$ cat config.mk
export PLATFORM = sky130hd
export DESIGN_NAME = vin_tc_spi_multi_flat
export DESIGN_NICKNAME = d
export VERILOG_FILES = /design/src/rtl/vin_tc_spi_multi_if.sv /design/src/rtl/vin_tc_spi_multi.sv /design/src/flat_wrapper.sv
export SDC_FILE = /design/constraint.sdc
export NUM_CORES = 1
export LEC_CHECK = 0
export ABC_AREA = 1
export CAP_MARGIN = 20
export CORE_MARGIN = 3
export CORE_UTILIZATION = 25
export CTS_BUF_LIST = sky130_fd_sc_hd__clkbuf_4
export DETAILED_ROUTE_END_ITERATION = 7
export DONT_BUFFER_PORTS = 1
export SKIP_LAST_GASP = 1
export SLEW_MARGIN = 20
export SYNTH_ARGS = -nofsm -noshare
export SYNTH_HDL_FRONTEND = slang
export SYNTH_SLANG_ARGS = --single-unit
$ cat constraint.sdc
create_clock -name clk -period 2.11 [get_ports clk]
set_input_delay 0.422 -clock clk [delete_from_list [all_inputs] [get_ports clk]]
set_output_delay 0.422 -clock clk [all_outputs]
set_load 0.01 [all_outputs]
$ cat src/rtl/vin_tc_spi_multi_if.sv
// Signal bundle between the multi-channel thermocouple poller, its converters and the register map.
interface vin_tc_spi_multi_if #(
    parameter int CHANNELS = 4
);
    logic                   spi_miso;
    logic                   spi_sclk;
    logic [CHANNELS-1:0]    spi_cs;
    logic [32*CHANNELS-1:0] temperature;
    logic [CHANNELS-1:0]    fault;
    logic [CHANNELS-1:0]    valid;
    logic                   busy;

    modport master (
        input  spi_miso,
        output spi_sclk, spi_cs, temperature, fault, valid, busy
    );

    modport slave (
        output spi_miso,
        input  spi_sclk, spi_cs, temperature, fault, valid, busy
    );
endinterface

$ cat src/rtl/vin_tc_spi_multi.sv
// Round-robin poller for MAX6675 / MAX31855 converters sharing SCLK and MISO,
// one chip-select each; all timing is derived from a clk-domain tick enable.
module vin_tc_spi_multi #(
    parameter int CHANNELS   = 4,
    parameter int DIVIDER    = 1000,
    parameter int FRAME_BITS = 16,
    parameter int INTERVAL   = 100000
) (
    input logic                clk,
    input logic                rst,
    vin_tc_spi_multi_if.master bus
);
    localparam int TW = $clog2(DIVIDER);
    localparam int IW = (INTERVAL > 0) ? $clog2(INTERVAL + 1) : 1;
    localparam int BW = $clog2(FRAME_BITS + 1);
    localparam int CW = (CHANNELS > 1) ? $clog2(CHANNELS) : 1;

    typedef enum logic [2:0] {IDLE, SELECT, SHIFT_HI, SHIFT_LO, DONE, GAP} state_t;

    state_t                state, state_n;
    logic [TW-1:0]         tick_cnt;
    logic                  tick;
    logic [CW-1:0]         ch, ch_n;
    logic [BW-1:0]         bit_cnt, bit_n;
    logic [FRAME_BITS-1:0] shift, shift_n;
    logic [IW-1:0]         idle_cnt, idle_n;
    logic                  sclk, sclk_n;
    logic [CHANNELS-1:0]   cs, cs_n;
    logic                  busy, busy_n;
    logic                  finish;
    logic [CHANNELS-1:0]   sel;
    logic [31:0]           dec_raw;
    logic                  dec_fault;
    logic [32*CHANNELS-1:0] temperature;
    logic [CHANNELS-1:0]   fault;
    logic [CHANNELS-1:0]   valid;

    if (CHANNELS < 1 || CHANNELS > 8) begin : g_bad_channels
        $fatal(1, "vin_tc_spi_multi: CHANNELS must be 1..8");
    end
    if (DIVIDER < 2) begin : g_bad_divider
        $fatal(1, "vin_tc_spi_multi: DIVIDER must be >= 2");
    end

    if (FRAME_BITS == 16) begin : g_max6675
        assign dec_raw   = {19'd0, shift[15:3]};
        assign dec_fault = shift[2];
    end else if (FRAME_BITS == 32) begin : g_max31855
        assign dec_raw   = {{18{shift[31]}}, shift[31:18]};
        assign dec_fault = shift[16];
    end else begin : g_bad_frame
        $fatal(1, "vin_tc_spi_multi: FRAME_BITS must be 16 or 32");
    end

    assign tick = (tick_cnt == '0);
    assign sel  = CHANNELS'(1) << ch;

    // Each state's listed actions are applied on the tick that enters it.
    always_comb begin
        state_n = state;
        ch_n    = ch;
        bit_n   = bit_cnt;
        shift_n = shift;
        idle_n  = idle_cnt;
        sclk_n  = sclk;
        cs_n    = cs;
        busy_n  = busy;
        finish  = 1'b0;
        case (state)
            IDLE: begin
                if (idle_cnt == '0) begin
                    state_n = SELECT;
                    cs_n    = ~sel;
                    sclk_n  = 1'b0;
                    bit_n   = '0;
                    busy_n  = 1'b1;
                end else begin
                    idle_n = idle_cnt - 1'b1;
                end
            end
            SELECT: begin
                state_n = SHIFT_HI;
                sclk_n  = 1'b1;
                shift_n = {shift[FRAME_BITS-2:0], bus.spi_miso};
            end
            SHIFT_HI: begin
                state_n = SHIFT_LO;
                sclk_n  = 1'b0;
                bit_n   = bit_cnt + 1'b1;
            end
            SHIFT_LO: begin
                if (bit_cnt == BW'(FRAME_BITS)) begin
                    state_n = DONE;
                    cs_n    = '1;
                    busy_n  = 1'b0;
                    finish  = 1'b1;
                end else begin
                    state_n = SHIFT_HI;
                    sclk_n  = 1'b1;
                    shift_n = {shift[FRAME_BITS-2:0], bus.spi_miso};
                end
            end
            DONE: begin
                if (ch == CW'(CHANNELS - 1)) begin
                    ch_n    = '0;
                    idle_n  = IW'(INTERVAL);
                    state_n = IDLE;
                end else begin
                    ch_n    = ch + 1'b1;
                    state_n = GAP;
                end
            end
            GAP: begin
                state_n = SELECT;
                cs_n    = ~sel;
                sclk_n  = 1'b0;
                bit_n   = '0;
                busy_n  = 1'b1;
            end
            default: state_n = IDLE;
        endcase
    end

    always_ff @(posedge clk) begin
        if (rst) begin
            tick_cnt <= TW'(DIVIDER - 1);
            state    <= IDLE;
            ch       <= '0;
            bit_cnt  <= '0;
            shift    <= '0;
            idle_cnt <= '0;
            sclk     <= 1'b0;
            cs       <= '1;
            busy     <= 1'b0;
        end else begin
            tick_cnt <= tick ? TW'(DIVIDER - 1) : tick_cnt - 1'b1;
            if (tick) begin
                state    <= state_n;
                ch       <= ch_n;
                bit_cnt  <= bit_n;
                shift    <= shift_n;
                idle_cnt <= idle_n;
                sclk     <= sclk_n;
                cs       <= cs_n;
                busy     <= busy_n;
            end
        end
    end

    // Temperature holds its last good reading across faulted frames.
    always_ff @(posedge clk) begin
        if (rst) begin
            temperature <= '0;
            fault       <= '0;
            valid       <= '0;
        end else begin
            valid <= '0;
            if (tick && finish) begin
                valid <= sel;
                fault <= (fault & ~sel) | (dec_fault ? sel : '0);
                for (int unsigned i = 0; i < CHANNELS; i++) begin
                    if (sel[i] && !dec_fault) begin
                        temperature[32*i +: 32] <= dec_raw;
                    end
                end
            end
        end
    end

    assign bus.spi_sclk    = sclk;
    assign bus.spi_cs      = cs;
    assign bus.busy        = busy;
    assign bus.temperature = temperature;
    assign bus.fault       = fault;
    assign bus.valid       = valid;
endmodule
$ cat src/flat_wrapper.sv
// flat-port wrapper written by rule: the top's interface ports become plain ports
module vin_tc_spi_multi_flat 
#(
    parameter int CHANNELS   = 4,
    parameter int DIVIDER    = 1000,
    parameter int FRAME_BITS = 16,
    parameter int INTERVAL   = 100000
)
  (clk, rst, bus_spi_miso, bus_spi_sclk, bus_spi_cs, bus_temperature, bus_fault, bus_valid, bus_busy);
  vin_tc_spi_multi_if #(.CHANNELS(CHANNELS)) bus_i ();
  input logic clk;
  input logic rst;
  input wire logic [$bits(bus_i.spi_miso)-1:0] bus_spi_miso;
  output wire logic [$bits(bus_i.spi_sclk)-1:0] bus_spi_sclk;
  output wire logic [$bits(bus_i.spi_cs)-1:0] bus_spi_cs;
  output wire logic [$bits(bus_i.temperature)-1:0] bus_temperature;
  output wire logic [$bits(bus_i.fault)-1:0] bus_fault;
  output wire logic [$bits(bus_i.valid)-1:0] bus_valid;
  output wire logic [$bits(bus_i.busy)-1:0] bus_busy;
  assign bus_i.spi_miso = bus_spi_miso;
  assign bus_spi_sclk = bus_i.spi_sclk;
  assign bus_spi_cs = bus_i.spi_cs;
  assign bus_temperature = bus_i.temperature;
  assign bus_fault = bus_i.fault;
  assign bus_valid = bus_i.valid;
  assign bus_busy = bus_i.busy;
  vin_tc_spi_multi #(.CHANNELS(CHANNELS), .DIVIDER(DIVIDER), .FRAME_BITS(FRAME_BITS), .INTERVAL(INTERVAL)) u_core (.clk(clk), .rst(rst), .bus(bus_i));
endmodule
Yosys cells after proc, flatten, opt, wreduce, memory -nomap -nowiden
Index checks and enable logic that the tools add are counted.
Widths: inputs -> output; s select.
- input port bits: 3
- word-level logic and storage cells: 88
- bits in registers: 119
- mux-type cells: 24
- shift operators: 1
- add/sub/neg operators: 4
- reduce and logical (&&, ||, !) cells: 28
- bitwise operators: 4
- equality and inequality tests: 12
- operators with widths (cell ; count):
    $mux 17 ; 2
    $pmux 17 s2 ; 1
    $pmux 16 s2 ; 1
    $pmux 3 s6 ; 1
    $logic_not 17->1 ; 1
    $sub 17x1->17 const B ; 1
    $mux 16 ; 1
    $pmux 5 s3 ; 1
    $mux 4 ; 3
    $pmux 4 s3 ; 1
    $reduce_and 2->1 ; 6
    $reduce_and 4->1 ; 3
    $logic_not 10->1 ; 1
    $sub 10x1->10 const B ; 1
    $mux 3 ; 3
    $eq 3x2->1 const B ; 2
    $eq 3x3->1 const B ; 2
    $mux 1 ; 6
    $ne 2x1->1 const B ; 3
    $reduce_and 3->1 ; 2
    $reduce_bool 3->1 ; 2
    $reduce_or 2->1 ; 3
    $add 5x1->5 const B ; 1
    $eq 5x5->1 const B ; 1
    18 further kinds ; 24

Logic depth before layout (Yosys ltp)
Gate-level depths: netlist of run 1.
- depth in word-level cells: 6
- depth in mapped cells: 14
- depth with buffers taken out: 13

Worst setup path after synthesis of run 1
Ideal clock, no wire load.
- path type: register to register
- start: reg u_core.idle_cnt[0]
- end: reg u_core.idle_cnt[14]
- library setup time: 132 ps
- slack: 434 ps
- data arrival time: 1544 ps
- buffers on the path: 1
- required time: 1978 ps
- stages on the path, launching flop included: 11
- cells stage by stage: dfxtp_1 > inv_1 > ha_1 > nand2_1 > nor2_2 > nand4_1 > nand2_1 > nor2_1 > buf_4 > nand2_1 > a21oi_1
- cells in the longest elaborated chain, start to end: 3
- elaborated cells between the ends (all ways): 6
- classes of those cells: add/sub (1); eq/ne (1); mux (2); reduce/logical (2)
- RTL lines (element ; line ; source):
    start, declared ; vin_tc_spi_multi.sv:26 ; logic [IW-1:0] idle_cnt, idle_n;
    start signal, assigned ; vin_tc_spi_multi.sv:142 ; idle_cnt <= idle_n;
    $sub 17x1->17 or $logic_not 17->1 (tied branches) ; vin_tc_spi_multi.sv:78, vin_tc_spi_multi.sv:71 ;
    $mux 17 or $ne 2x2->1 (tied branches) ; n/a ;
    $pmux 17 s2 or $reduce_and 4->1 (tied branches) ; n/a ;
Parallel ways exist; a longest one is shown, timed or not. The select of a mux whose other input is x is not followed.
A chain may end at the register's enable or synchronous reset.

Final worst setup path of run 1
- start: reg u_core.tick_cnt[0]
- end: reg u_core.state[2]
- cells in the longest elaborated chain, start to end: 2
- RTL lines (element ; line ; source):
    start, declared ; vin_tc_spi_multi.sv:21 ; logic [TW-1:0] tick_cnt;
    start signal, assigned ; vin_tc_spi_multi.sv:126 ; tick_cnt <= TW'(DIVIDER - 1);
    start signal, assigned ; vin_tc_spi_multi.sv:136 ; tick_cnt <= tick ? TW'(DIVIDER - 1) : tick_cnt - 1'b1;
    $logic_not 10->1 ; vin_tc_spi_multi.sv:55 ; assign tick = (tick_cnt == '0);
    $reduce_and 2->1 (no line) ; n/a ;
    end signal, assigned ; vin_tc_spi_multi.sv:138 ; state <= state_n;
    end, declared ; vin_tc_spi_multi.sv:20 ; state_t state, state_n;
Every way passes these cells.

==> results.toml, run 1 <==
[run_status]
status = "completed"

[timing]
max-slew-margin-rel = 0.621
timing.fmax_ghz = 0.525
totalNegativeSetupSlack_ns = 0
timing_worst_slew_pin_value_ns = 0.568
finClkSkew_ns = 0.0257
hold_violations = 0
whs_ns = 0.0664
layout_setup_ws_ns = 0.207
post-route-min-period_ns = 1.90
setup_viol = 0
timing.final.max_slew_violations = 0
rsz0062_at_grt = "false"
fin_crit_sh = 0.902

[final_layout]
multi_input_combinational_cell_area_sq_um = 2600
utilization_of_the_core_after_routing = 0.282
mostFrequentLayoutCells = "150 x sky130_fd_sc_hd__nand2_1, 119 x sky130_fd_sc_hd__dfxtp_1, 114 x sky130_fd_sc_hd__nor2_1"
area_taken_by_flip_flops_and_latches_sq_um = 2380
num-fill-cells = 2425
layout.nets = 831
final_layout_size_suffix_gt1_frac = 0.0939
area_growth_pct = 8.83
finalInstanceArea_sq_um = 6240
diodes_inserted = 0
mostFrequentLayoutCell = "sky130_fd_sc_hd__nand2_1"

[critical_path]
critical_path.endpoint_type = "register"
worst-setup-path-type = "register to register"
crit_path_max_fanout = 11
timing.critical_path.arrival_ns = 2.31
worst-endpoint-required_ns = 2.52
crit_path_start_kind = "register"

[placement]
place_area_sq_um = 5850
dp_hpwl_microns = 9860
place.gp.congestion = 0.810
port_buffers = 0
dp_worst_setup_slack_ns = 0.0702

[grt]
grt_start_max_net_pins = 77
gr-usage-all-layers = 0.110
grt_overflow_total = 0
first_pass_grt_wire_length_microns = 21900
first_global_vias = 4276
antenna_found_initial = 0

[floorplanning]
initial_core_util = 0.259
floorplan.die.width_microns = 157
die_height_microns = 157
ios = 145
design.die.area_sq_um = 24800
placeableCoreArea_sq_um = 22200
placementRows = 54

[route]
drc = 0
vias_per_cell = 4.23
firstDrtPassIters = 4
vias = 4703
antenna_left = 0
routed_wirelength_microns = 13700
routed_wire_length_per_instance_microns = 12.4
drt-initial-drc-count = 201

[yosys]
synth_top_cell_area_share = 0.415
synth_top_cells_by_area = "sky130_fd_sc_hd__dfxtp_1 42%, sky130_fd_sc_hd__buf_4 11%, sky130_fd_sc_hd__nand2_1 9.9%, sky130_fd_sc_hd__nor2_1 7.5%, sky130_fd_sc_hd__a21oi_1 6.3%"
synthCells = 802
share_of_synthesized_registers_carrying_an_async_set_or_reset = 0
synth_enable_flop_cells = 0
postSynth.topFlopCell = "sky130_fd_sc_hd__dfxtp_1"
synth_largest_area_cell = "sky130_fd_sc_hd__dfxtp_1"
yosysUniqueCellTypes = 29
synth.yosys.seq_area_share = 0.415
synthesis.area_per_instance_sq_um = 7.15
synth_warnings = 0
register_bit_count_reported_by_yosys = 119
synth_area_sq_um = 5740

[clock_tree]
number_of_buffers_created_by_cts = 17
cts.reportedPaths.clkPinSlew_ns = 0.10
number_of_h_tree_levels = 4
cts.root.buffer_cell = "sky130_fd_sc_hd__clkbuf_4"
clockBufferDepth = 2
clk_latency_ns = 0.53
cts_tree = "yes"
clock-sinks = 119

[power]
worst_ir_drop_vdd_v = 0.000435
cellPowerDensity_nw_per_um2 = 698
power.static_leakage_nw = 2.85

[min_path]
timing.hold.worst.class = "primary input to register"

[job]
max_cap_viol_count = 0
[per-stage QoR]
stage | std cells | power (mW)
floorplan | 877 | 2.51
global placement | 1077 | 2.42
detailed placement | 1077 | 2.42
CTS | 1109 | 4.41
global route | 1111 | 4.52
finish | 1111 | 4.36
[report_power, final]
part	switching (mW)	internal, mW	total, mW
Clock	0.899	1.08	1.98
Combinational	0.109	0.0158	0.125
Sequential	0.00168	2.25	2.25
Total	1.01	3.35	4.36
[area by class of cell]
type                       count  area share
inverter                      91      0.0553
timing repair buffer          25      0.0357
clock buffer                  19      0.0228
multi-input combinational    565       0.416
clock inverter                12      0.0321
tap                          280      0.0561
sequential                   119       0.382
[layer usage]
metal / track usage / wire length [microns] / vias up
li1: - / - / 2421
met1: 0.138 / 6110 / 2143
met2: 0.176 / 6440 / 133
met3: 0.0465 / 1120 / 6
met4: 0.0256 / 53 / 0
met5: 0 / 0 / -
[registers in the layout, indices dropped and copies added (netlist names), 2 cells and up, named ones only]
name and cells:
u_core.bus.temperature 52, u_core.shift 16, u_core.tick_cnt 10, u_core.bus.valid 4, u_core.bit_cnt 5, u_core.bus.spi_cs 4
u_core.state 3, u_core.idle_cnt 17, u_core.ch 2
[synth_stat cells (7+ instances only)]
library cell / number
sky130_fd_sc_hd__nor2_1: 115
sky130_fd_sc_hd__nand3_1: 39
sky130_fd_sc_hd__buf_2: 7
sky130_fd_sc_hd__a21oi_1: 72
sky130_fd_sc_hd__buf_4: 82
sky130_fd_sc_hd__inv_1: 88
sky130_fd_sc_hd__ha_1: 9
sky130_fd_sc_hd__nand2_1: 151
sky130_fd_sc_hd__clkbuf_1: 13
sky130_fd_sc_hd__o21ai_0: 53
sky130_fd_sc_hd__nand4_1: 15
sky130_fd_sc_hd__dfxtp_1: 119
[path summary, 6_finish.rpt]
kind	start	endpoint	slack (ns)	cells after the start
max	u_core.tick_cnt[0]	u_core.state[2]	0.21	13
min	rst	u_core.bus.spi_cs[1]	0.07	2
min reg2reg	u_core.tick_cnt[0]	u_core.tick_cnt[0]	0.40	1
max reg2reg	u_core.tick_cnt[0]	u_core.state[2]	0.21	13
[worst max-delay path, cell delays in order (launching register included)]
cell                         delay, ns
sky130_fd_sc_hd__dfxtp_1          0.34
sky130_fd_sc_hd__inv_1            0.07
sky130_fd_sc_hd__ha_1             0.19
sky130_fd_sc_hd__inv_1            0.05
sky130_fd_sc_hd__nor2_1           0.03
sky130_fd_sc_hd__nand3_1          0.06
sky130_fd_sc_hd__inv_1            0.06
sky130_fd_sc_hd__nand2_2          0.07
sky130_fd_sc_hd__buf_4            0.19
sky130_fd_sc_hd__clkinvlp_4       0.22
sky130_fd_sc_hd__nand2_1          0.21
sky130_fd_sc_hd__inv_1            0.10
sky130_fd_sc_hd__o21ai_0          0.15
sky130_fd_sc_hd__nor2_1           0.06
[logic make-up after synthesis]
family | synth area share
AND/OR/NAND/NOR | 0.255
buffers and inverters | 0.181
AO/OA/AOI/OAI | 0.115
other | 0.000654
flip-flops | 0.415
adder cells (fa/ha/maj) | 0.0196
XOR/XNOR | 0.0122
[timing repair]
item | CTS | global route
hold buffers | 1 | 0
endpoints found under the setup margin | 0 | 44
buffers inserted | 0 | 2
resized for setup | 0 | 4
endpoints found under the hold margin | 26 | 0
Note: power is estimated with default switching activity, not from simulation.
==> run 2: changes to the inputs <==
--- a/config.mk
+++ b/config.mk
@@ -12,6 +12,7 @@
 export CTS_BUF_LIST = sky130_fd_sc_hd__clkbuf_4
 export DETAILED_ROUTE_END_ITERATION = 7
 export DONT_BUFFER_PORTS = 1
+export PLACE_DENSITY_LB_ADDON = 0.08
 export SKIP_LAST_GASP = 1
 export SLEW_MARGIN = 20
 export SYNTH_ARGS = -nofsm -noshare
==> run 2 against run 1 <==
  * Clock-buffer cell count decreased by 2
  * Non-clock buffer count increased by 7
  * Combinational power is 8% higher
  * Critical path type unchanged
==> results.toml, run 2 (synthesis gave the netlist of run 1 again) <==
[final_layout]
mostFrequentLayoutCells = "150 x sky130_fd_sc_hd__nand2_1, 119 x sky130_fd_sc_hd__dfxtp_1, 114 x sky130_fd_sc_hd__nor2_1"
num-fill-cells = 2420
finalInstanceArea_sq_um = 6250
layout.nets = 838
largest_registers = "u_core.bus.temperature: 52 flops, u_core.idle_cnt: 17 flops, u_core.shift: 16 flops"
registers.top_by_ff_count = "u_core.bus.temperature"
utilization_of_the_core_after_routing = 0.282
max_ffs_per_register = 52
final_layout_size_suffix_gt1_frac = 0.100
mostFrequentLayoutCell = "sky130_fd_sc_hd__nand2_1"
area_growth_pct = 8.96

[floorplanning]
initial_core_util = 0.259
die_height_microns = 157
floorplan.die.width_microns = 157
ios = 145
placementRows = 54
placeableCoreArea_sq_um = 22200
design.die.area_sq_um = 24800

[route]
vias = 4693
vias_per_cell = 4.19
routed_wirelength_microns = 15600
antenna_left = 0
firstDrtPassIters = 4
drc = 0
routed_wire_length_per_instance_microns = 14.0
drt-initial-drc-count = 263

[critical_path]
crit_path_max_fanout = 9
crit_path_start_kind = "register"
worstSetupStartpoint = "u_core.bit_cnt[0]"
r2r-start = "u_core.bit_cnt[0]"
worst-setup-path-type = "register to register"
timing.critical_path.arrival_ns = 2.33
critical_path.endpoint_type = "register"
worst-endpoint-required_ns = 2.53

[clock_tree]
clockBufferDepth = 2
clock-sinks = 119
cts.reportedPaths.clkPinSlew_ns = 0.12
clk_latency_ns = 0.53
number_of_h_tree_levels = 4
number_of_buffers_created_by_cts = 17
cts.root.buffer_cell = "sky130_fd_sc_hd__clkbuf_4"
cts_tree = "yes"

[timing]
timing.final.max_slew_violations = 0
hold_violations = 0
timing_worst_slew_pin_value_ns = 0.620
post-route-min-period_ns = 1.91
finClkSkew_ns = 0.0175
setup_viol = 0
rsz0062_at_grt = "false"
max-slew-margin-rel = 0.586
fin_crit_sh = 0.906
timing.fmax_ghz = 0.523

[power]
power.static_leakage_nw = 2.88
cellPowerDensity_nw_per_um2 = 642
worst_ir_drop_vdd_v = 0.000264

[placement]
port_buffers = 0
dp_hpwl_microns = 11200
place.gp.congestion = 0.796
place_area_sq_um = 5910

[grt]
grt_overflow_total = 0
first_global_vias = 4431
grt_start_max_net_pins = 70
antenna_found_initial = 2
gr-usage-all-layers = 0.127
first_pass_grt_wire_length_microns = 24300

[min_path]
start_point_of_the_worst_hold_path = "bus_spi_miso"
timing.hold.worst.class = "primary input to register"

[job]
max_cap_viol_count = 0

[run_status]
status = "completed"
[run 2: cell count changes in the layout (fill, tap and decap cells not counted), moves of 3 or more]
cell                        delta
sky130_fd_sc_hd__inv_6         +3
sky130_fd_sc_hd__buf_4         +6
sky130_fd_sc_hd__bufinv_16     -4
sky130_fd_sc_hd__clkinv_4      +3
[run 2: final timing paths]
path                                    end  slack, ns  cells after the start
setup / recovery  u_core.bus.temperature[6]       0.20                     10
setup reg to reg  u_core.bus.temperature[6]       0.20                     10
hold reg to reg          u_core.tick_cnt[0]       0.41                      1
hold / removal              u_core.shift[0]       0.11                      2
[run 2: worst max-delay path, cell delays in order, from the launching register on]
cell                      delay (ns)
sky130_fd_sc_hd__dfxtp_1        0.36
sky130_fd_sc_hd__inv_1          0.08
sky130_fd_sc_hd__ha_1           0.14
sky130_fd_sc_hd__nand3_1        0.17
sky130_fd_sc_hd__nor2_4         0.19
sky130_fd_sc_hd__inv_2          0.10
sky130_fd_sc_hd__nor2_8         0.18
sky130_fd_sc_hd__nand3_2        0.09
sky130_fd_sc_hd__inv_1          0.19
sky130_fd_sc_hd__buf_4          0.21
sky130_fd_sc_hd__a21oi_1        0.08
[run 2: power by group]
part / internal, mW / leakage (nW) / switching (mW) / total [mW]
Clock: 0.610 / 0.143 / 1.02 / 1.63
Sequential: 2.25 / 0.959 / 0.00169 / 2.25
Combinational: 0.0230 / 1.78 / 0.112 / 0.135
[run 2: final cells by class]
cell class	instances	area, sq um	area share
multi-input cells	565	2600	0.416
clock inverters	15	144	0.0230
inverters	91	342	0.0546
clock buffers	17	128	0.0204
well taps	280	350	0.0560
repair buffers	32	303	0.0484
diodes	1	2.50	0.000400
flip-flops and latches	119	2380	0.381
[run 2: per-layer routing]
layer	vias up	share of wire	global-route usage
met3	19	0.061	0.0418
met5	-	0.00083	0
met2	120	0.43	0.192
met1	2117	0.49	0.170
met4	2	0.018	0.0413
li1	2435	-	-
[run 2: repair_timing]
| item | 4_1_cts | 5_1_grt |
|---|---|---|
| resized for setup | 1 | 1 |
| pin swaps | 0 | 2 |
| setup buffers | 0 | 2 |
| endpoints found under the hold margin | 26 | 0 |
| hold buffers | 1 | 0 |
| gates cloned | 0 | 0 |
| endpoints found under the setup margin | 12 | 10 |
[run 2: per-stage QoR]
stage / setup TNS [ns] / instances / setup slack [ns] / hold WS, ns / total power [mW]
5_1_grt: 0 / 1120 / 0.00391 / 0.0816 / 4.22
2_1_floorplan: 0 / 877 / 0.434 / 0.366 / 2.51
3_5_place_dp: -0.250 / 1084 / -0.0466 / 0.378 / 2.42
3_3_place_gp: -0.287 / 1084 / -0.0288 / 0.378 / 2.42
6_report: 0 / 1120 / 0.198 / 0.105 / 4.02
4_1_cts: 0 / 1117 / 0.0803 / 0.0675 / 4.11
==> run 3: changes to the inputs <==
--- a/config.mk
+++ b/config.mk
@@ -6,6 +6,7 @@
 export NUM_CORES = 1
 export LEC_CHECK = 0
 export ABC_AREA = 1
+export ABC_CLOCK_PERIOD_IN_PS = 2110
 export CAP_MARGIN = 20
 export CORE_MARGIN = 3
 export CORE_UTILIZATION = 25
==> results of run 3 <==
Same layout as run 2: the final DEF is identical, and so are final timing and power.
